**config.mk**
```make
export PLATFORM = sky130hd
export DESIGN_NAME = uart_mmio_flat
export DESIGN_NICKNAME = d
export VERILOG_FILES = /design/src/rtl/uart_mmio_if.sv /design/src/rtl/uart_mmio.sv /design/src/flat_wrapper.sv
export SDC_FILE = /design/constraint.sdc
export NUM_CORES = 1
export LEC_CHECK = 0
export BUFFER_PORTS_ARGS = -buffer_cell sky130_fd_sc_hd__buf_2
export CAP_MARGIN = 5
export CORE_MARGIN = 3
export CORE_UTILIZATION = 60
export DETAILED_ROUTE_END_ITERATION = 6
export PLACE_DENSITY_LB_ADDON = 0.05
export SYNTH_ARGS = -nofsm -noshare
export SYNTH_HDL_FRONTEND = slang
export SYNTH_SLANG_ARGS = --single-unit
```
**constraint.sdc**
```tcl
create_clock -name clk -period 3.8 [get_ports clk]
set_input_delay 0.19 -clock clk [delete_from_list [all_inputs] [get_ports clk]]
set_output_delay 0.19 -clock clk [all_outputs]
set_load 0.02 [all_outputs]
```
**src/rtl/uart_mmio_if.sv**
```systemverilog
// CPU memory-bus port: a request is held until the slave returns a one-cycle ready pulse.
interface uart_mmio_if;
    logic        mem_valid;
    logic        mem_ready;
    logic [31:0] mem_addr;
    logic [31:0] mem_wdata;
    logic [3:0]  mem_wstrb;
    logic [31:0] mem_rdata;

    modport master (output mem_valid, mem_addr, mem_wdata, mem_wstrb,
                    input  mem_ready, mem_rdata);
    modport slave  (input  mem_valid, mem_addr, mem_wdata, mem_wstrb,
                    output mem_ready, mem_rdata);
endinterface

```
**src/rtl/uart_mmio.sv**
```systemverilog
// Memory-mapped 8N1 UART with TX/RX FIFOs; bus ready pulses one cycle after accept.
// DATA writes stall while the TX FIFO is full; RX bytes arriving at a full FIFO are dropped as overrun.
module uart_fifo #(
    parameter int W     = 8,
    parameter int DEPTH = 16
) (
    input  logic         clk,
    input  logic         reset_n,
    input  logic         push_i,
    input  logic [W-1:0] push_dat_i,
    input  logic         pop_i,
    output logic [W-1:0] head_o,
    output logic         empty_o,
    output logic         full_o
);
    localparam int AW = $clog2(DEPTH);
    localparam logic [AW:0] FULL_CNT = (AW+1)'(DEPTH);

    logic [W-1:0]  mem_q [DEPTH];
    logic [AW-1:0] wr_ptr_q, rd_ptr_q;
    logic [AW:0]   cnt_q;
    logic          do_push, do_pop;

    assign empty_o = (cnt_q == '0);
    assign full_o  = (cnt_q == FULL_CNT);
    assign head_o  = mem_q[rd_ptr_q];
    // A push into a full FIFO is accepted when the same cycle frees an entry.
    assign do_pop  = pop_i && !empty_o;
    assign do_push = push_i && (!full_o || do_pop);

    always_ff @(posedge clk) begin
        if (!reset_n) begin
            wr_ptr_q <= '0;
            rd_ptr_q <= '0;
            cnt_q    <= '0;
        end else begin
            if (do_push) wr_ptr_q <= wr_ptr_q + 1'b1;
            if (do_pop)  rd_ptr_q <= rd_ptr_q + 1'b1;
            case ({do_push, do_pop})
                2'b10:   cnt_q <= cnt_q + 1'b1;
                2'b01:   cnt_q <= cnt_q - 1'b1;
                default: cnt_q <= cnt_q;
            endcase
        end
    end

    always_ff @(posedge clk) begin
        if (do_push) mem_q[wr_ptr_q] <= push_dat_i;
    end
endmodule

module uart_mmio #(
    parameter int CLK_HZ   = 25_000_000,
    parameter int BAUD     = 115_200,
    parameter int TX_DEPTH = 16,
    parameter int RX_DEPTH = 16
) (
    input  logic       clk,
    input  logic       reset_n,
    uart_mmio_if.slave bus,
    input  logic       rx_i,
    output logic       tx_o,
    output logic       irq_o
);
    localparam int CPB = CLK_HZ / BAUD;
    localparam int CW  = $clog2(CPB);
    localparam logic [CW-1:0] BIT_END  = CW'(CPB - 1);
    localparam logic [CW-1:0] HALF_END = CW'(CPB / 2 - 1);

    typedef enum logic       {TX_IDLE, TX_SEND} tx_state_t;
    typedef enum logic [1:0] {RX_IDLE, RX_START, RX_DATA, RX_STOP} rx_state_t;

    tx_state_t     tx_state_q;
    logic          tx_q;
    logic [8:0]    tx_sh_q;
    logic [CW-1:0] tx_cnt_q;
    logic [3:0]    tx_bit_q;
    rx_state_t     rx_state_q;
    logic          rx_s1_q, rx_s2_q, rx_prev_q;
    logic [7:0]    rx_sh_q;
    logic [CW-1:0] rx_cnt_q;
    logic [2:0]    rx_bit_q;

    logic        ready_q, ready_d;
    logic [31:0] rdata_q, rdata_d;
    logic        irq_en_q, irq_en_d, ovr_q, ovr_d, ferr_q, ferr_d, irq_q, irq_d;

    logic       tx_push, tx_pop, tx_empty, tx_full, tx_last, tx_space;
    logic [7:0] tx_head, rx_head;
    logic       rx_push, rx_pop, rx_empty, rx_full, stop_smp;
    logic       acc, is_wr, sel_data, sel_ctl, ctl_wr, clr;
    logic [31:0] status;
    logic       unused_bits;

    assign unused_bits = ^{bus.mem_addr[31:4], bus.mem_addr[1:0], bus.mem_wdata[31:8]};

    uart_fifo #(.W(8), .DEPTH(TX_DEPTH)) u_tx_fifo (
        .clk(clk), .reset_n(reset_n), .push_i(tx_push), .push_dat_i(bus.mem_wdata[7:0]),
        .pop_i(tx_pop), .head_o(tx_head), .empty_o(tx_empty), .full_o(tx_full));

    uart_fifo #(.W(8), .DEPTH(RX_DEPTH)) u_rx_fifo (
        .clk(clk), .reset_n(reset_n), .push_i(rx_push), .push_dat_i(rx_sh_q),
        .pop_i(rx_pop), .head_o(rx_head), .empty_o(rx_empty), .full_o(rx_full));

    // Bus decode; no new accept in the ready cycle.
    assign acc      = bus.mem_valid && !ready_q;
    assign is_wr    = |bus.mem_wstrb;
    assign sel_data = (bus.mem_addr[3:2] == 2'd0);
    assign sel_ctl  = (bus.mem_addr[3:2] == 2'd1);
    assign ctl_wr   = acc && is_wr && sel_ctl;
    assign clr      = ctl_wr && bus.mem_wdata[0];
    assign tx_space = !tx_full || tx_pop;
    assign tx_push  = acc && is_wr && sel_data && tx_space;
    assign rx_pop   = acc && !is_wr && sel_data && !rx_empty;

    assign tx_last  = (tx_state_q == TX_SEND) && (tx_cnt_q == BIT_END) && (tx_bit_q == 4'd9);
    assign tx_pop   = !tx_empty && ((tx_state_q == TX_IDLE) || tx_last);
    assign stop_smp = (rx_state_q == RX_STOP) && (rx_cnt_q == BIT_END);
    assign rx_push  = stop_smp && rx_s2_q;

    assign status = {23'b0, irq_en_q, 1'b0, (tx_state_q == TX_SEND), ferr_q, ovr_q,
                     rx_full, rx_empty, tx_empty, tx_full};

    always_comb begin
        ready_d  = acc && !(is_wr && sel_data && !tx_space);
        rdata_d  = '0;
        if (acc && !is_wr) begin
            if (sel_data)     rdata_d = rx_empty ? 32'h8000_0000 : {24'b0, rx_head};
            else if (sel_ctl) rdata_d = status;
        end
        irq_en_d = ctl_wr ? bus.mem_wdata[1] : irq_en_q;
        // A new error in the clearing cycle wins.
        ovr_d    = (ovr_q && !clr) || (rx_push && rx_full && !rx_pop);
        ferr_d   = (ferr_q && !clr) || (stop_smp && !rx_s2_q);
        irq_d    = irq_en_q && !rx_empty;
    end

    always_ff @(posedge clk) begin
        if (!reset_n) begin
            ready_q  <= 1'b0;
            rdata_q  <= '0;
            irq_en_q <= 1'b0;
            ovr_q    <= 1'b0;
            ferr_q   <= 1'b0;
            irq_q    <= 1'b0;
        end else begin
            ready_q  <= ready_d;
            rdata_q  <= rdata_d;
            irq_en_q <= irq_en_d;
            ovr_q    <= ovr_d;
            ferr_q   <= ferr_d;
            irq_q    <= irq_d;
        end
    end

    // TX: reloading on the stop-bit's last cycle keeps back-to-back frames gap-free.
    always_ff @(posedge clk) begin
        if (!reset_n) begin
            tx_state_q <= TX_IDLE;
            tx_q       <= 1'b1;
            tx_sh_q    <= '1;
            tx_cnt_q   <= '0;
            tx_bit_q   <= '0;
        end else if (tx_pop) begin
            tx_state_q <= TX_SEND;
            tx_q       <= 1'b0;
            tx_sh_q    <= {1'b1, tx_head};
            tx_cnt_q   <= '0;
            tx_bit_q   <= '0;
        end else if (tx_state_q == TX_SEND) begin
            if (tx_cnt_q == BIT_END) begin
                tx_cnt_q <= '0;
                if (tx_bit_q == 4'd9) begin
                    tx_state_q <= TX_IDLE;
                    tx_q       <= 1'b1;
                end else begin
                    tx_bit_q <= tx_bit_q + 1'b1;
                    tx_q     <= tx_sh_q[0];
                    tx_sh_q  <= {1'b1, tx_sh_q[8:1]};
                end
            end else begin
                tx_cnt_q <= tx_cnt_q + 1'b1;
            end
        end
    end

    always_ff @(posedge clk) begin
        if (!reset_n) begin
            rx_s1_q   <= 1'b1;
            rx_s2_q   <= 1'b1;
            rx_prev_q <= 1'b1;
        end else begin
            rx_s1_q   <= rx_i;
            rx_s2_q   <= rx_s1_q;
            rx_prev_q <= rx_s2_q;
        end
    end

    always_ff @(posedge clk) begin
        if (!reset_n) begin
            rx_state_q <= RX_IDLE;
            rx_cnt_q   <= '0;
            rx_bit_q   <= '0;
            rx_sh_q    <= '0;
        end else begin
            case (rx_state_q)
                RX_IDLE: begin
                    if (rx_prev_q && !rx_s2_q) begin
                        rx_state_q <= RX_START;
                        rx_cnt_q   <= '0;
                    end
                end
                RX_START: begin
                    if (rx_cnt_q == HALF_END) begin
                        rx_cnt_q   <= '0;
                        rx_bit_q   <= '0;
                        rx_state_q <= rx_s2_q ? RX_IDLE : RX_DATA;
                    end else begin
                        rx_cnt_q <= rx_cnt_q + 1'b1;
                    end
                end
                RX_DATA: begin
                    if (rx_cnt_q == BIT_END) begin
                        rx_cnt_q <= '0;
                        rx_sh_q  <= {rx_s2_q, rx_sh_q[7:1]};
                        rx_bit_q <= rx_bit_q + 1'b1;
                        if (rx_bit_q == 3'd7) rx_state_q <= RX_STOP;
                    end else begin
                        rx_cnt_q <= rx_cnt_q + 1'b1;
                    end
                end
                RX_STOP: begin
                    if (rx_cnt_q == BIT_END) begin
                        rx_cnt_q   <= '0;
                        rx_state_q <= RX_IDLE;
                    end else begin
                        rx_cnt_q <= rx_cnt_q + 1'b1;
                    end
                end
                default: rx_state_q <= RX_IDLE;
            endcase
        end
    end

    assign bus.mem_ready = ready_q;
    assign bus.mem_rdata = rdata_q;
    assign tx_o          = tx_q;
    assign irq_o         = irq_q;
endmodule

```
**src/flat_wrapper.sv**
```systemverilog
// flat-port wrapper written by rule: the top's interface ports become plain ports
module uart_mmio_flat 
#(
    parameter int CLK_HZ   = 25_000_000,
    parameter int BAUD     = 115_200,
    parameter int TX_DEPTH = 16,
    parameter int RX_DEPTH = 16
)
  (clk, reset_n, rx_i, tx_o, irq_o, bus_mem_valid, bus_mem_addr, bus_mem_wdata, bus_mem_wstrb, bus_mem_ready, bus_mem_rdata);
  uart_mmio_if bus_i ();
  input  logic clk;
  input  logic reset_n;
  input  logic rx_i;
  output logic tx_o;
  output logic irq_o;
  input wire logic [$bits(bus_i.mem_valid)-1:0] bus_mem_valid;
  input wire logic [$bits(bus_i.mem_addr)-1:0] bus_mem_addr;
  input wire logic [$bits(bus_i.mem_wdata)-1:0] bus_mem_wdata;
  input wire logic [$bits(bus_i.mem_wstrb)-1:0] bus_mem_wstrb;
  output wire logic [$bits(bus_i.mem_ready)-1:0] bus_mem_ready;
  output wire logic [$bits(bus_i.mem_rdata)-1:0] bus_mem_rdata;
  assign bus_i.mem_valid = bus_mem_valid;
  assign bus_i.mem_addr = bus_mem_addr;
  assign bus_i.mem_wdata = bus_mem_wdata;
  assign bus_i.mem_wstrb = bus_mem_wstrb;
  assign bus_mem_ready = bus_i.mem_ready;
  assign bus_mem_rdata = bus_i.mem_rdata;
  uart_mmio #(.CLK_HZ(CLK_HZ), .BAUD(BAUD), .TX_DEPTH(TX_DEPTH), .RX_DEPTH(RX_DEPTH)) u_core (.clk(clk), .reset_n(reset_n), .bus(bus_i), .rx_i(rx_i), .tx_o(tx_o), .irq_o(irq_o));
endmodule
```
==> results of run 1 <==
==> cells in the final DEF (no fill, tap or decap), types with 5 or more instances in the layout <==
master     count
edfxtp_1     256
dfxtp_1       93
mux4_2        70
nand2_1       49
nor2_1        43
and2_1        40
clkbuf_16     39
inv_1         34
ha_1          30
buf_2         30
nand3_1       22
conb_1        22
o21ai_0       19
o22ai_1       17
a21oi_1       17
nand2b_1      16
mux2i_1       16
and3_1        15
nor2b_1       15
buf_4         15
a21boi_0      14
xor2_1        13
xnor2_1       11
clkbuf_1      10
mux2_2         7
nor3_1         6
nand4_1        5
o221a_2        5
clkinv_1       5
==> cell usage after synthesis (6+ instances only) <==
cell / instances
edfxtp_1: 256
o22ai_1: 17
ha_1: 30
nand2_1: 49
mux2i_1: 16
a21boi_0: 14
nand2b_1: 16
inv_1: 34
buf_2: 8
mux4_2: 70
xor2_1: 13
nor2_1: 43
buf_4: 24
clkbuf_1: 22
dfxtp_1: 95
nand3_1: 22
o21ai_0: 19
mux2_2: 7
and2_1: 40
nor3_1: 6
a21oi_1: 17
xnor2_1: 11
and3_1: 15
nor2b_1: 15
==> tightest hold or removal path, cell delays in order <==
cell,delay [ps]
buf_2,100
nor2_1,90
nand2_1,70
nor2_1,30
==> registers in the layout, indices dropped and copies added, names as in the netlist, 5 cells and up, named ones only <==
register / cells
u_core.bus.mem_rdata: 10
u_core.u_tx_fifo.mem_q: 128
u_core.rx_cnt_q: 8
u_core.u_rx_fifo.cnt_q: 5
u_core.u_rx_fifo.mem_q: 128
u_core.rx_sh_q: 8
u_core.tx_cnt_q: 8
u_core.tx_sh_q: 8
u_core.u_tx_fifo.cnt_q: 5
==> per-stage QoR <==
stage	worst slack, ps	total power, mW	utilization, %	instance area, um^2
6_report	583	8.98	68.5	16200
5_1_grt	362	9.34	68.5	16200
4_1_cts	613	9.06	68.5	16200
3_5_place_dp	565	5.50	63.3	14900
3_3_place_gp	698	5.46	63.3	14900
2_1_floorplan	526	5.25	-	14600
==> worst max path at each step <==
| stage | startpoint | endpoint | slack, ps | cells past startpoint |
|---|---|---|---|---|
| after detailed placement | bus_mem_wstrb[1] | u_core.u_rx_fifo.cnt_q[4]$_SDFFE_PN0P_ | 560 | 11 |
| after CTS | u_core.tx_cnt_q[0]$_SDFFE_PP0P_ | u_core.u_tx_fifo.cnt_q[4]$_SDFFE_PN0P_ | 610 | 13 |
| after global routing | u_core.u_tx_fifo.cnt_q[0]$_SDFFE_PN0P_ | u_core.u_tx_fifo.cnt_q[4]$_SDFFE_PN0P_ | 360 | 11 |
| final | bus_mem_addr[2] | u_core.u_rx_fifo.cnt_q[4]$_SDFFE_PN0P_ | 580 | 12 |
| after global placement | bus_mem_wstrb[1] | u_core.u_rx_fifo.cnt_q[4]$_SDFFE_PN0P_ | 700 | 11 |
| after floorplan | u_core.tx_cnt_q[0]$_SDFFE_PP0P_ | u_core.u_tx_fifo.cnt_q[4]$_SDFFE_PN0P_ | 530 | 15 |
==> metal layers <==
metal / GRT usage (%) / wire length, um / part of all wire (%)
met5: 0 / 0 / 0
met4: 5.08 / 479 / 1.7
met3: 3.67 / 1580 / 5.6
met2: 35.7 / 13500 / 48
met1: 32.5 / 12600 / 45
==> report_power, final <==
| part | switching (mW) | internal, mW |
|---|---|---|
| registers | 0.123 | 4.18 |
| clock network | 1.40 | 2.16 |
| logic | 0.587 | 0.526 |
| total | 2.11 | 6.87 |
==> area by class of cell <==
cell class	instances	area, um^2
Tap cell	319	399
Sequential cell	351	9590
Clock inverter	12	140
Clock buffer	54	1070
Fill cell	1565	7430
Multi-Input combinational cell	514	4550
Timing Repair Buffer	48	293
Inverter	34	128
==> kinds of logic (layout without fill, tap and decap cells) <==
family                     Yosys count  after routing  synth area share, %
AOI/OAI and AO/OA                  104            104                 5.02
xor gates and xnor gates            24             24                 1.45
buffers and inverters               92            148                 3.17
DFF                                351            351                 66.1
other                                1             22               0.0258
muxes                               93             93                 12.5
adders and majority gates           32             32                 2.86
and+or+nand+nor                    239            239                 8.89
==> run metrics, run 1 <==
synth warn=0; Post-CTS Setup Repair Bufs=0; Post-DRT Antenna Nets=0; critical hold path startpoint=bus_mem_addr[3]; Gate Count Post-Synth=between 900 and 1000; number of CTS-inserted buffers=36; Via density=between 5 and 6; routed vias=7888; gr usage total=22.2%; status=finished, final reports clean; largest net degree at the start of global routing=37; relative slew slack=30.3%; CTS Hold Buffers Added=3; flop2flop setup slack=about 640 ps; RSZ-0062 raised after global routing=no; CP bufs+invs=3; worst slew pin tran=around 1000 ps; async set or reset register ratio after synthesis=0%; area share of the largest cell type after synthesis=a little over half; Peak VDD IR=about 430 uV; reg2reg end=u_core.u_tx_fifo.cnt_q[4]$_SDFFE_PN0P_; dpl hpwl=~19000 um; crit path cell chain=dlygate4sd3_1 > buf_2 > or4b_4 > a211oi_2 > ha_1 > inv_1 > fa_1 > nor2b_1 > o21ai_0 > and3_1 > o311ai_0 > o41ai_1; Slew Viols, Final=0; routed len/inst=about 21 um; max incr delay on CP=~550 ps; DRC=0; Arr. time, crit path=~3600 ps; # H-tree levels=2; prevailing post-synth register cell=edfxtp_1; max-cap viol count=0; die width=between 150 and 200 um; Routed WL=roughly 28000 um; Yosys cell types=66; slowest stage cell, crit path=or4b_4; Port Buffers=30; Die H=between 150 and 200 um; crit path capture type=flip-flop; LEAKAGE=around 5.5 nW; CTS Buffer Depth=3; CP Data Required Time=~4200 ps; PwrDens=approximately 550 mW/mm^2; Syn Std Cell Area=approximately 0.015 mm^2; TNS Setup=0 ps; Area contributors post-synth=edfxtp_1, dfxtp_1, mux4_2; Final #Nets=around 1100; number of top-level pins=107; Initial Util=around 60%; period utilisation layout=between 80% and 90%; Hold WS=approximately 16 ps; Non-Filler Instances=1332; largest area contributor in the netlist=edfxtp_1; CTS tree=built; initial antenna violation count=0; hold crit path type=primary input to flip-flop; CP top delay family=compound AO/OA/AOI/OAI gates; Clock Skew=between 15 and 20 ps; share of cells above drive strength 1=around a fifth; die area=roughly 0.026 mm^2; Worst-path clk slew=roughly 60 ps; Worst-Skew Late Latency=510 ps; final setup fails=0; vias in the first global route=between 8000 and 9000; startpoint types=primary input; Period minus WS final=3220 ps; clock sink total=between 300 and 400; hold path endpoint=u_core.bus.mem_rdata[31]$_SDFF_PN0_; Placed Cells incl. Taps=between 1000 and 1500; Post-synth EDFFs=approximately 260; 1st-pass router iterations=5; sequential fraction of the synthesis area=between 60% and 70%; FF+latch count, synth=351; GPL Wtd Cong=just under 0.8; CORE AREA=approximately 0.024 mm^2; Worst R2R Start=u_core.tx_cnt_q[0]$_SDFFE_PP0P_; Max FO, Critical Path=5; Placement Rows=56; root buffer cell=clkbuf_16; GRT overflow=0; hold path depth=4; critical path class=primary input to flip-flop; syn avg cell area=about 16 um^2; Reg2Reg Depth=13; Post-CTS Resized=0; final hold viol count=0; Antenna diodes=0; global-route wire length before repair=around 45000 um; Area Growth Syn to Fin=11.5%; Max Fclk=0.311 GHz; initial drt markers=about 520
Power figures use the tool's default switching activity.
==> inputs of run 2 (changes only) <==
==> constraint.sdc (replaced) <==
create_clock -name clk -period 3.35 [get_ports clk]
set_input_delay 0.1675 -clock clk [delete_from_list [all_inputs] [get_ports clk]]
set_output_delay 0.1675 -clock clk [all_outputs]
set_load 0.02 [all_outputs]
==> run 2 against run 1 <==
Compared with the run above: clock power increased by 13%; worst hold slack improved by 14 ps; utilization grew 0.23 points; non-clock buffer count grew 4; power is 14% higher; design area is 0.33% higher; die area is the same; final cell count rose by 0.45%; highest routed layer unchanged.
==> run metrics, run 2 (synthesized netlist as in run 1, its figures left out) <==
status=finished, final reports clean; Peak VDD IR=438 uV; slowest stage cell, crit path=fa_1; gr usage total=22.1%; max-cap viol count=0; crit path capture type=flip-flop; Port Buffers=30; hold path endpoint=u_core.bus.mem_ready$_SDFF_PN0_; hold crit path type=primary input to flip-flop; CORE AREA=approximately 0.024 mm^2; commonest cells after routing, fill and taps aside=edfxtp_1, dfxtp_1, mux4_2; root buffer cell=clkbuf_16; Arr. time, crit path=around 3600 ps; number of CTS-inserted buffers=37; crit path cell chain=inv_1 > ha_1 > and4_1 > and3_1 > o211ai_2 > ha_2 > inv_1 > fa_1 > nor2b_1 > o21ai_0 > and3_1 > or4_1 > a21boi_0; Reg2Reg Depth=13; die area=approximately 0.026 mm^2; worst slew pin tran=798 ps; Placed Cells incl. Taps=roughly 1300; Initial Util=about three fifths; PwrDens=around 630 mW/mm^2; routed len/inst=20.9 um; Layout fillers=1598; RSZ-0062 raised after global routing=no; initial drt markers=around 730; Non-Filler Instances=about 1300; Die H=between 150 and 200 um; period utilisation layout=~93%; initial antenna violation count=0; Placement Rows=56; 1st-pass router iterations=4; Final #Nets=1094; most common cell after layout, fill and taps aside=edfxtp_1; # H-tree levels=2; Post-DRT Antenna Nets=0; Worst R2R Start=u_core.tx_cnt_q[0]$_SDFFE_PP0P_; Worst-Skew Late Latency=~520 ps; final hold viol count=0; critical hold path startpoint=bus_mem_wstrb[2]; number of top-level pins=~110; startpoint types=flip-flop; flop2flop setup slack=around 220 ps; Antenna diodes=0; TNS Setup=0 ps; clock sink total=about 350; Routed WL=~28000 um; Max FO, Critical Path=5; global-route wire length before repair=44500 um; Clock Skew=between 15 and 20 ps; Final Cell Area=approximately 0.016 mm^2; Area Growth Syn to Fin=11.9%; dpl hpwl=18300 um; final setup fails=0; CP Data Required Time=approximately 3800 ps; critical path class=flip-flop to flip-flop; max incr delay on CP=around 400 ps; area of placed instances=around 0.015 mm^2; share of cells above drive strength 1=19.5%; largest net degree at the start of global routing=40; fin util=between 60% and 70%; GPL Wtd Cong=0.811; CTS tree=built; Period minus WS final=3130 ps; relative slew slack=46.8%; hold path depth=3; Via density=around 6; Hold WS=around 30 ps; CTS Buffer Depth=3; die width=about 160 um; reg2reg end=u_core.u_tx_fifo.cnt_q[4]$_SDFFE_PN0P_; GRT overflow=0; Worst-path clk slew=about 60 ps; routed vias=between 7000 and 8000; vias in the first global route=approximately 8000; Slew Viols, Final=0; Max Fclk=between 0.3 and 0.4 GHz; LEAKAGE=between 5 and 6 nW; DRC=0
run 2: cell types whose count changed in the layout (fill, tap and decap cells not counted), sizes merged:
cell / previous run / this run
inv: 34 / 35
clkinvlp: 0 / 1
buf: 45 / 48
dlygate4sd3: 3 / 4
run 2: power by group:
group	leakage, nW	switching [mW]	internal [mW]
combinational	1.82	0.673	0.614
sequential	3.11	0.145	4.74
clock	0.589	1.57	2.46
run 2: cell type report:
class / count / area (um^2) / share of cell area, %
Timing Repair Buffer: 52 / 325 / 2.00
Sequential cell: 351 / 9590 / 59.1
Clock inverter: 14 / 141 / 0.871
Inverter: 34 / 128 / 0.786
Multi-Input combinational cell: 514 / 4570 / 28.2
Clock buffer: 54 / 1080 / 6.63
Tap cell: 319 / 399 / 2.46
run 2: worst max-delay path by stage:
stage                                                   to                       startpoint  cells past startpoint
finish              u_core.u_tx_fifo.cnt_q[4]$_SDFFE_PN0P_  u_core.tx_cnt_q[0]$_SDFFE_PP0P_                     13
detailed placement  u_core.u_tx_fifo.cnt_q[4]$_SDFFE_PN0P_  u_core.tx_cnt_q[0]$_SDFFE_PP0P_                     13
floorplan           u_core.u_tx_fifo.cnt_q[4]$_SDFFE_PN0P_  u_core.tx_cnt_q[0]$_SDFFE_PP0P_                     15
global route        u_core.u_tx_fifo.cnt_q[4]$_SDFFE_PN0P_  u_core.tx_cnt_q[0]$_SDFFE_PP0P_                     13
global placement    u_core.u_tx_fifo.cnt_q[4]$_SDFFE_PN0P_  u_core.tx_cnt_q[0]$_SDFFE_PP0P_                     13
CTS                 u_core.u_tx_fifo.cnt_q[4]$_SDFFE_PN0P_  u_core.tx_cnt_q[0]$_SDFFE_PP0P_                     13
run 2: metal layers:
layer	up-vias	part of all wire [%]	GRT usage (%)
li1	3620	-	-
met1	3992	46	33.4
met2	211	48	34.6
met3	38	5.3	3.49
met4	0	1.5	5.36
met5	-	0	0
run 2: timing repair:
item	CTS	global route
setup endpoints to repair	0	2
gates resized for setup	0	4
hold buffers	4	0
buffers inserted	0	0
endpoints found under the hold margin	3	0
run 2: metrics by stage:
| stage | setup slack, ps | power [mW] |
|---|---|---|
| after floorplan | 76.2 | 5.96 |
| after global placement | 295 | 6.18 |
| after detailed placement | 170 | 6.24 |
| after CTS | 173 | 10.3 |
| after global routing | 23.4 | 10.6 |
| final | 223 | 10.2 |
run 2: critical path, delay by kind of cell (launching register included):
kind / cells / cell delay (ps)
AND/OR/NAND/NOR: 5 / 1180
buffers and inverters: 2 / 150
AO/OA/AOI/OAI: 3 / 470
flip-flops: 1 / 390
adder cells (fa/ha/maj): 3 / 860
